<file path="src/rtl/spn_cipher_pkg.sv">
// Shared types, S-box tables and width-generic helpers for the SPN stream cipher.
// Helpers operate on a MAX_W-wide carrier; callers zero-extend and take the low DATA_W bits.
package spn_cipher_pkg;

  typedef enum logic [1:0] {
    ST_IDLE  = 2'd0,
    ST_ROUND = 2'd1,
    ST_OUT   = 2'd2
  } state_t;

  localparam int MAX_W = 64;
  typedef logic [MAX_W-1:0] wide_t;

  localparam logic [15:0] DEF_SEED = 16'hACE1;
  localparam logic [15:0] DEF_TAPS = 16'hB400;

  localparam logic [3:0] SBOX [16] = '{
    4'hC, 4'h5, 4'h6, 4'hB, 4'h9, 4'h0, 4'hA, 4'hD,
    4'h3, 4'hE, 4'hF, 4'h8, 4'h4, 4'h7, 4'h1, 4'h2
  };

  localparam logic [3:0] SBOX_INV [16] = '{
    4'h5, 4'hE, 4'hF, 4'h8, 4'hC, 4'h1, 4'h2, 4'hD,
    4'hB, 4'h4, 4'h6, 4'h3, 4'h0, 4'h7, 4'h9, 4'hA
  };

  function automatic wide_t width_mask(input int w);
    return {MAX_W{1'b1}} >> (MAX_W - w);
  endfunction

  function automatic wide_t sub_word(input wide_t x, input int w);
    wide_t r;
    r = '0;
    for (int i = 0; i < MAX_W / 4; i++) begin
      if (i < w / 4) r[4*i +: 4] = SBOX[x[4*i +: 4]];
    end
    return r;
  endfunction

  function automatic wide_t inv_sub_word(input wide_t x, input int w);
    wide_t r;
    r = '0;
    for (int i = 0; i < MAX_W / 4; i++) begin
      if (i < w / 4) r[4*i +: 4] = SBOX_INV[x[4*i +: 4]];
    end
    return r;
  endfunction

  // s must lie in [0, w); a zero shift makes the right-shift term vanish.
  function automatic wide_t rotl(input wide_t x, input int s, input int w);
    wide_t m;
    wide_t v;
    m = width_mask(w);
    v = x & m;
    return ((v << s) | (v >> (w - s))) & m;
  endfunction

  function automatic wide_t rotr(input wide_t x, input int s, input int w);
    return rotl(x, (w - s) % w, w);
  endfunction

endpackage

</file>
<file path="src/rtl/spn_round.sv">
// One combinational SPN round: encrypt is P(S(x ^ k)), decrypt is Sinv(Pinv(x)) ^ k.
module spn_round
  import spn_cipher_pkg::*;
#(
  parameter int DATA_W = 8
) (
  input  logic [DATA_W-1:0] x,
  input  logic [DATA_W-1:0] k_r,
  input  logic              mode,
  output logic [DATA_W-1:0] y
);

  wide_t x_w;
  wide_t k_w;
  wide_t enc_w;
  wide_t dec_w;
  logic  unused_hi;

  always_comb begin
    x_w               = '0;
    k_w               = '0;
    x_w[DATA_W-1:0]   = x;
    k_w[DATA_W-1:0]   = k_r;
    enc_w = rotl(sub_word(x_w ^ k_w, DATA_W), 3 % DATA_W, DATA_W);
    dec_w = inv_sub_word(rotr(x_w, 3 % DATA_W, DATA_W), DATA_W) ^ k_w;
    y     = mode ? dec_w[DATA_W-1:0] : enc_w[DATA_W-1:0];
  end

  assign unused_hi = ^{enc_w, dec_w};

endmodule

</file>
<file path="src/rtl/spn_cipher_stream.sv">
// Handshaked LFSR-keyed SPN cipher: one word in flight, one round per clock.
// Valid/ready: a transfer happens on any rising edge where valid and ready are both high; valid never drops without a transfer.
module spn_cipher_stream
  import spn_cipher_pkg::*;
#(
  parameter int                DATA_W    = 8,
  parameter int                ROUNDS    = 2,
  parameter int                LFSR_W    = 16,
  parameter logic [LFSR_W-1:0] LFSR_TAPS = LFSR_W'(DEF_TAPS),
  parameter logic [LFSR_W-1:0] SEED      = LFSR_W'(DEF_SEED)
) (
  input  logic              clk,
  input  logic              rst,
  input  logic              mode,
  input  logic              seed_load,
  input  logic [LFSR_W-1:0] seed,
  input  logic              in_valid,
  output logic              in_ready,
  input  logic [DATA_W-1:0] in_data,
  output logic              out_valid,
  input  logic              out_ready,
  output logic [DATA_W-1:0] out_data,
  output logic              busy,
  output state_t            dbg_state
);

  localparam int CNT_W = $clog2(ROUNDS + 1);

  state_t            state;
  state_t            state_nxt;
  logic [LFSR_W-1:0] lfsr;
  logic [DATA_W-1:0] x_q;
  logic [DATA_W-1:0] key_q;
  logic              mode_q;
  logic [CNT_W-1:0]  rnd_q;
  logic [DATA_W-1:0] k_r;
  logic [DATA_W-1:0] round_out;
  logic              in_fire;
  int                r_idx;
  wide_t             key_w;
  wide_t             kr_w;
  logic              unused_hi;

  always_ff @(posedge clk) begin
    if (rst) state <= ST_IDLE;
    else     state <= state_nxt;
  end

  always_comb begin
    state_nxt = state;
    case (state)
      ST_IDLE:  if (in_valid) state_nxt = ST_ROUND;
      ST_ROUND: if (rnd_q == CNT_W'(ROUNDS)) state_nxt = ST_OUT;
      ST_OUT:   if (out_ready) state_nxt = ST_IDLE;
      default:  state_nxt = ST_IDLE;
    endcase
  end

  always_comb begin
    in_ready  = (state == ST_IDLE) && !rst;
    busy      = (state != ST_IDLE);
    dbg_state = state;
  end

  assign in_fire = in_valid && in_ready;

  // Decrypt walks the round keys in reverse; the index is parked at 0 on the transfer-to-output edge.
  always_comb begin
    r_idx = 0;
    if (rnd_q < CNT_W'(ROUNDS)) r_idx = mode_q ? (ROUNDS - 1 - int'(rnd_q)) : int'(rnd_q);
    key_w               = '0;
    key_w[DATA_W-1:0]   = key_q;
    kr_w                = rotl(key_w, r_idx % DATA_W, DATA_W);
    k_r                 = kr_w[DATA_W-1:0];
  end

  assign unused_hi = ^kr_w;

  spn_round #(.DATA_W(DATA_W)) u_round (
    .x    (x_q),
    .k_r  (k_r),
    .mode (mode_q),
    .y    (round_out)
  );

  always_ff @(posedge clk) begin
    if (rst) begin
      lfsr      <= SEED;
      out_valid <= 1'b0;
      out_data  <= '0;
      rnd_q     <= '0;
      x_q       <= '0;
      key_q     <= '0;
      mode_q    <= 1'b0;
    end else begin
      // A reseed wins over the keystream advance; the accepted word still takes the old key.
      if (seed_load)    lfsr <= (seed == '0) ? SEED : seed;
      else if (in_fire) lfsr <= (lfsr >> 1) ^ (lfsr[0] ? LFSR_TAPS : '0);
      case (state)
        ST_IDLE: begin
          if (in_fire) begin
            x_q    <= in_data;
            key_q  <= lfsr[DATA_W-1:0];
            mode_q <= mode;
            rnd_q  <= '0;
          end
        end
        ST_ROUND: begin
          if (rnd_q == CNT_W'(ROUNDS)) begin
            out_data  <= x_q;
            out_valid <= 1'b1;
          end else begin
            x_q   <= round_out;
            rnd_q <= rnd_q + CNT_W'(1);
          end
        end
        ST_OUT: begin
          if (out_ready) out_valid <= 1'b0;
        end
        default: ;
      endcase
    end
  end

endmodule

</file>
<file path="config.mk">
export PLATFORM = sky130hd
export DESIGN_NAME = spn_cipher_stream
export DESIGN_NICKNAME = d
export VERILOG_FILES = /design/src/rtl/spn_cipher_pkg.sv /design/src/rtl/spn_round.sv /design/src/rtl/spn_cipher_stream.sv
export SDC_FILE = /design/constraint.sdc
export NUM_CORES = 1
export LEC_CHECK = 0
export CORE_ASPECT_RATIO = 1.75
export CORE_MARGIN = 2
export CORE_UTILIZATION = 40
export DETAILED_ROUTE_END_ITERATION = 10
export SYNTH_ARGS = -nofsm -noshare
export SYNTH_HDL_FRONTEND = slang
export SYNTH_HIERARCHICAL = 1
export SYNTH_SLANG_ARGS = --single-unit
</file>
<file path="constraint.sdc">
create_clock -name clk -period 5.1 [get_ports clk]
set_input_delay 0.51 -clock clk [delete_from_list [all_inputs] [get_ports clk]]
set_output_delay 0.51 -clock clk [all_outputs]
set_load 0.1 [all_outputs]
</file>
==> results of run 1 <==
[through the flow]
step           cells    util  instance area (um2)
6_report         492  0.4821                 3761
5_1_grt          492  0.4821                 3761
4_1_cts          492  0.4821                 3761
3_5_place_dp     484  0.4614                 3600
3_3_place_gp     484  0.4614                 3600
2_1_floorplan    373       -                 3167
[logic make-up after synthesis]
kind of cell | share of synthesized area
other cells | 0.001184
fa+ha+maj | 0.07902
xor+xnor | 0.08218
simple gates | 0.1971
mux | 0.1296
buf+inv | 0.06361
compound gates | 0.1565
flops | 0.2908
[worst paths after layout]
path               start          end  slack, ps  depth (start not counted)
min          out_data[4]  out_data[4]        460                          2
max reg2reg       mode_q       x_q[5]       1290                         13
min reg2reg  out_data[4]  out_data[4]        460                          2
max               mode_q       x_q[5]       1290                         13
[tightest hold or removal path, delay by kind of cell (launching register included)]
family           cells  cell delay [ps]
AO/OA/AOI/OAI        1               50
flip-flops           1              310
AND/OR/NAND/NOR      1               50
[where the power goes]
part / leakage (uW) / switching, uW / internal (uW)
registers: 0.000378 / 38.1 / 381
clock network: 0.0000801 / 144 / 210
logic: 0.00100 / 186 / 167
total: 0.00146 / 368 / 757
[sequential cells by signal, indices dropped and copies added, names as in the netlist]
register	flops
mode_q	1
x_q	8
dbg_state	2
rnd_q	2
key_q	8
lfsr	16
out_data	8
out_valid	1
[layer usage]
| layer | share of wire | GRT usage | vias up |
|---|---|---|---|
| li1 | - | - | 1367 |
| met1 | 0.38 | 0.2073 | 1270 |
| met2 | 0.55 | 0.3466 | 51 |
| met3 | 0.031 | 0.02978 | 15 |
| met4 | 0.036 | 0.09198 | 0 |
| met5 | 0 | 0 | - |
[layout by cell type, fill, tap and decap left out, types with 3 or more instances in the layout]
| cell type | count |
|---|---|
| nand2_1 | 65 |
| dfxtp_1 | 46 |
| clkdlybuf4s50_1 | 42 |
| a21oi_1 | 29 |
| nor2_1 | 27 |
| inv_1 | 20 |
| ha_1 | 20 |
| mux2i_1 | 17 |
| a311oi_1 | 15 |
| nand3_1 | 13 |
| xnor2_1 | 11 |
| xor2_1 | 10 |
| a2bb2oi_1 | 8 |
| nor2b_1 | 7 |
| mux4_2 | 7 |
| mux2_2 | 5 |
| o311ai_0 | 5 |
| clkbuf_16 | 5 |
| nand4_1 | 4 |
| o21ai_0 | 4 |
| nor4_1 | 4 |
| buf_4 | 3 |
[layout make-up]
cell class	instances	area (um2)
Fill cell	782	4040
Timing Repair Buffer	45	442.9
Sequential cell	46	920.9
Clock inverter	1	8.758
Tap cell	90	112.6
Clock buffer	7	152.6
Inverter	21	78.83
Multi-Input combinational cell	282	2044
==> impl_results.md, run 1 <==
- Status: finished clean
- Average vias per placed instance: 5.494
- Port Buf Inserts: 42
- Max Cap Viol: 0
- Clock Path Buffers: 2
- EDFF count, synth: 0
- Cell row count: 43
- Area delta synth->final: 18.77%
- Least-Margin Pin Slew: 1073 ps
- Setup violators final: 0
- Worst Hold Class: reg2reg
- Total Power: 1125 uW
- Critical path arrival: 4000 ps
- Min cycle time layout: 3809 ps
- Cell variety after synth: 50
- Share of cells above drive strength 1: 0.08209
- Residual DRC count: 0
- Layout net count: 451
- Synthesized area: 3167 um2
- Yosys warns: 6
- Net count after synthesis: 423
- Setup WS pre-CTS: 1271 ps
- Setup Crit Path Kind: reg2reg
- CP peak stage delay: 870 ps
- Top cells by count, synth: 65 x nand2_1, 46 x dfxtp_1, 29 x a21oi_1
- Register area share after synthesis: 0.2908
- Ant diodes: 0
- Pins Over Slew Limit: 0
- Required time at the worst-slack endpoint: 5290 ps
- Post-synth top flop: dfxtp_1
- Synthesized instance count: 373
- Pleak: 0.001458 uW
- Antenna violations before repair: 0
- Total GRT Usage: 0.1894
- Max_slew headroom: 0.2829
- CP max FO: 17
- Most frequent cell after synthesis: nand2_1
- CP startpoint kind: flop
- TNS Setup: 0 ps
- Clock-pin slew on the worst setup and hold paths: 70 ps
- Dominant cell type by area after synthesis: dfxtp_1
- Postcts setup bufs: 0
- Slowest stage cell, crit path: o311ai_0
- Hold_ws: 455.5 ps
- 1st-pass router iterations: 4
- Yosys top cell area share: 0.2908
- Final HPWL DP: 5919 um
- Die area: 8673 um2
- Synth Register Bits: 46
- CTS Buf Count: 5
- Routed via count: 2703
- Die width: 71.26 um
- CTS sink cnt: 46
- Top Family by Delay on Critical Path: compound AO/OA/AOI/OAI gates
- Pwr/cell area: 299.2 nW/um2
- Clk_lat worst skew: 290 ps
- Final Hold Fails: 0
- Worst Path Buf+Inv: 2
- Placer Congestion: 0.8907
- Hold_buf cts: 0
- Post-Route WL: 7684 um
- Final Skew: 5.743 ps
- Critical Path End Type: flop
- DR WL/cell: 15.62 um
- CTS root buffer: clkbuf_16
- Maximum vdd drop: 0.1760 mV
- Tcrit/Tclk final: 0.7469
- Synth top area cells: dfxtp_1 29%, ha_1 7.9%, nand2_1 7.7%
- FMAX: 262.5 MHz
- Largest net degree at the start of global routing: 25
- Setup WS post-layout: 1291 ps
- CTS tree: done
- Ports: 43
- H-Tree Depth: 2
- Vias in the first global route: 2669
- Antenna viol nets, final: 0
- Vert. Die Dim: 121.7 um
- Initial DRC count: 148
- Post_cts resized: 0
- Mean Syn Cell Area: 8.490 um2
- Area of the core: 7801 um2
- Global-route wire length before repair: 12880 um
- Initial Util: 0.4059
- Total gr overflow: 0
- Worst-path cell chain: xnor2_1 -> nor2_1 -> buf_4 -> ha_1 -> nand2_1 -> o311ai_0 -> xor2_1 -> ha_1 -> inv_1 -> mux4_2 -> mux2i_1 -> nand2_1 -> a311oi_1
- Unrepaired setup endpoints after global routing: false
- FFs w/ async S/R, synth: 0
No activity file was read; power rests on OpenSTA's default activity.
==> run 2, diff against run 1 <==
==> constraint.sdc (replaced) <==
create_clock -name clk -period 3.3 [get_ports clk]
set_input_delay 0.33 -clock clk [delete_from_list [all_inputs] [get_ports clk]]
set_output_delay 0.33 -clock clk [all_outputs]
set_load 0.1 [all_outputs]
==> run 2 against run 1 <==
Final cell count up 2.0%. Final area up 3.4%. Total power up 60%. Die area unchanged. Clock power up 63%. Clock skew down 1.1 ps. Global-route usage down 0.27 points. Routed wire length up 3.9%. Worst hold slack better by 5.1 ps.
==> impl_results.md, run 2 (synthesized netlist as in run 1, its figures left out) <==
- Setup violators final: 0
- Clock-pin slew on the worst setup and hold paths: 70 ps
- 1st-pass router iterations: 4
- Pins Over Slew Limit: 0
- Cell row count: 43
- Worst-path cell chain: xnor2_2 -> nor2_2 -> buf_4 -> mux2_2 -> xor2_1 -> ha_1 -> inv_1 -> mux4_2 -> mux2i_1 -> nand2_1 -> a311oi_1
- Final Hold Fails: 0
- Ant diodes: 0
- CTS root buffer: clkbuf_16
- CTS sink cnt: 46
- Setup WS post-layout: 159.3 ps
- R2r setup slk: 160 ps
- Pwr/cell area: 463.7 nW/um2
- Vert. Die Dim: 121.7 um
- Max Cap Viol: 0
- Post-Route WL: 7983 um
- Worst Hold Class: reg2reg
- Setup WS pre-CTS: 51.53 ps
- Unrepaired setup endpoints after global routing: false
- CP peak stage delay: 460 ps
- CTS tree: done
- Initial DRC count: 105
- Most frequent cells in the layout: 65 x nand2_1, 45 x dfxtp_1, 40 x clkdlybuf4s50_1, 29 x a21oi_1, 26 x nor2_1
- Critical path destination: x_q[1]
- Final HPWL DP: 6072 um
- Setup Crit Path Kind: reg2reg
- Global-route wire length before repair: 12940 um
- Initial Util: 0.4059
- Layout net count: 461
- DP Area: 3681 um2
- Start of the worst register-to-register path: rnd_q[0]
- Total GRT Usage: 0.1867
- Die width: 71.26 um
- R2r endpoint: x_q[1]
- Average vias per placed instance: 5.444
- Fin cells: 502
- Critical path arrival: 3340 ps
- Max_slew headroom: 0.3539
- Pleak: 0.001519 uW
- Die area: 8673 um2
- CP startpoint kind: flop
- Antenna violations before repair: 0
- Least-Margin Pin Slew: 966.1 ps
- Min cycle time layout: 3141 ps
- TNS Setup: 0 ps
- Placed cells: 494
- Worst-case reg-to-reg path depth: 11
- Status: finished clean
- Most common cell after layout, fill and taps aside: nand2_1
- Ports: 43
- H-Tree Depth: 2
- Routed via count: 2733
- Placer Congestion: 0.9254
- Critical Path End Type: flop
- Final Skew: 4.666 ps
- Antenna viol nets, final: 0
- Tcrit/Tclk final: 0.9517
- Required time at the worst-slack endpoint: 3500 ps
- Vias in the first global route: 2608
- Total gr overflow: 0
- Port Buf Inserts: 42
- Area delta synth->final: 22.80%
- Clk_lat worst skew: 290 ps
- Residual DRC count: 0
- Maximum vdd drop: 0.2794 mV
- Design Area, Final: 3889 um2
- Clock Path Buffers: 2
- DR WL/cell: 15.90 um
- Slowest stage cell, crit path: mux4_2
- Max reg flops: 16
- CP max FO: 16
- Most flop-heavy register: lfsr
- Area of the core: 7801 um2
- FMAX: 318.4 MHz
- CP Launch Point: rnd_q[0]
- Largest net degree at the start of global routing: 44
- Postcts setup bufs: 0
- CTS Buf Count: 5
- Share of cells above drive strength 1: 0.1262
-- run 2: worst min path at each step --
stage | start | end | slack, ps | depth (start not counted)
2_1_floorplan | mode | mode_q | 430 | 2
3_3_place_gp | out_data[6] | out_data[6] | 450 | 2
3_5_place_dp | out_data[0] | out_data[0] | 450 | 2
4_1_cts | out_data[0] | out_data[0] | 460 | 2
5_1_grt | out_data[0] | out_data[0] | 480 | 2
6_report | out_data[0] | out_data[0] | 460 | 2
-- run 2: through the flow --
step	util	power [uW]	hold WS, ps
after floorplan	-	1068	428.9
after global placement	0.4719	1215	447.8
after detailed placement	0.4719	1226	451.9
after CTS	0.4932	1807	461.0
after global routing	0.4985	1893	481.1
final	0.4985	1803	460.6
-- run 2: timing repair --
action | in CTS | in global routing
hold buffers | 0 | 0
endpoints found under the hold margin | 0 | 0
resized for setup | 0 | 6
endpoints found under the setup margin | 0 | 3
-- run 2: layout make-up --
cell class	count	area (um2)
clock buffers	6	128.9
clock inverters	2	37.54
fillers	746	3913
inverters	21	78.83
multi-input cells	282	2096
flip-flops and latches	46	922.1
well taps	90	112.6
repair buffers	55	513.0
-- run 2: layer usage --
layer,routed length (um),global-route usage,vias to the layer above,share of wire
met1,3133,0.2023,1258,0.39
met5,0,0,-,0
met3,256,0.02399,18,0.032
met4,318,0.08491,0,0.040
met2,4273,0.3507,63,0.54
li1,-,-,1394,-
-- run 2: critical path, delay by kind of cell, from the launching register on --
kind / cells / cell delay (ps)
muxes: 3 / 1130
AOI/OAI and AO/OA: 1 / 240
xor gates and xnor gates: 2 / 560
DFF: 1 / 340
adders and majority gates: 1 / 210
buffers and inverters: 2 / 300
and+or+nand+nor: 2 / 270
-- run 2: where the power goes --
| part | switching (uW) | leakage, uW | total, uW | internal, uW |
|---|---|---|---|---|
| clock | 220 | 0.0000771 | 577 | 358 |
| sequential | 51.9 | 0.000378 | 641 | 589 |
| combinational | 306 | 0.00106 | 585 | 279 |
| total | 577 | 0.00152 | 1800 | 1230 |
==> run 3, diff against run 2 <==
--- a/config.mk
+++ b/config.mk
@@ -9,6 +9,7 @@
 export CORE_MARGIN = 2
 export CORE_UTILIZATION = 40
 export DETAILED_ROUTE_END_ITERATION = 10
+export GPL_TIMING_DRIVEN = 1
 export SYNTH_ARGS = -nofsm -noshare
 export SYNTH_HDL_FRONTEND = slang
 export SYNTH_HIERARCHICAL = 1
==> results of run 3 <==
No change in the layout: final DEF, timing and power equal those of run 2.
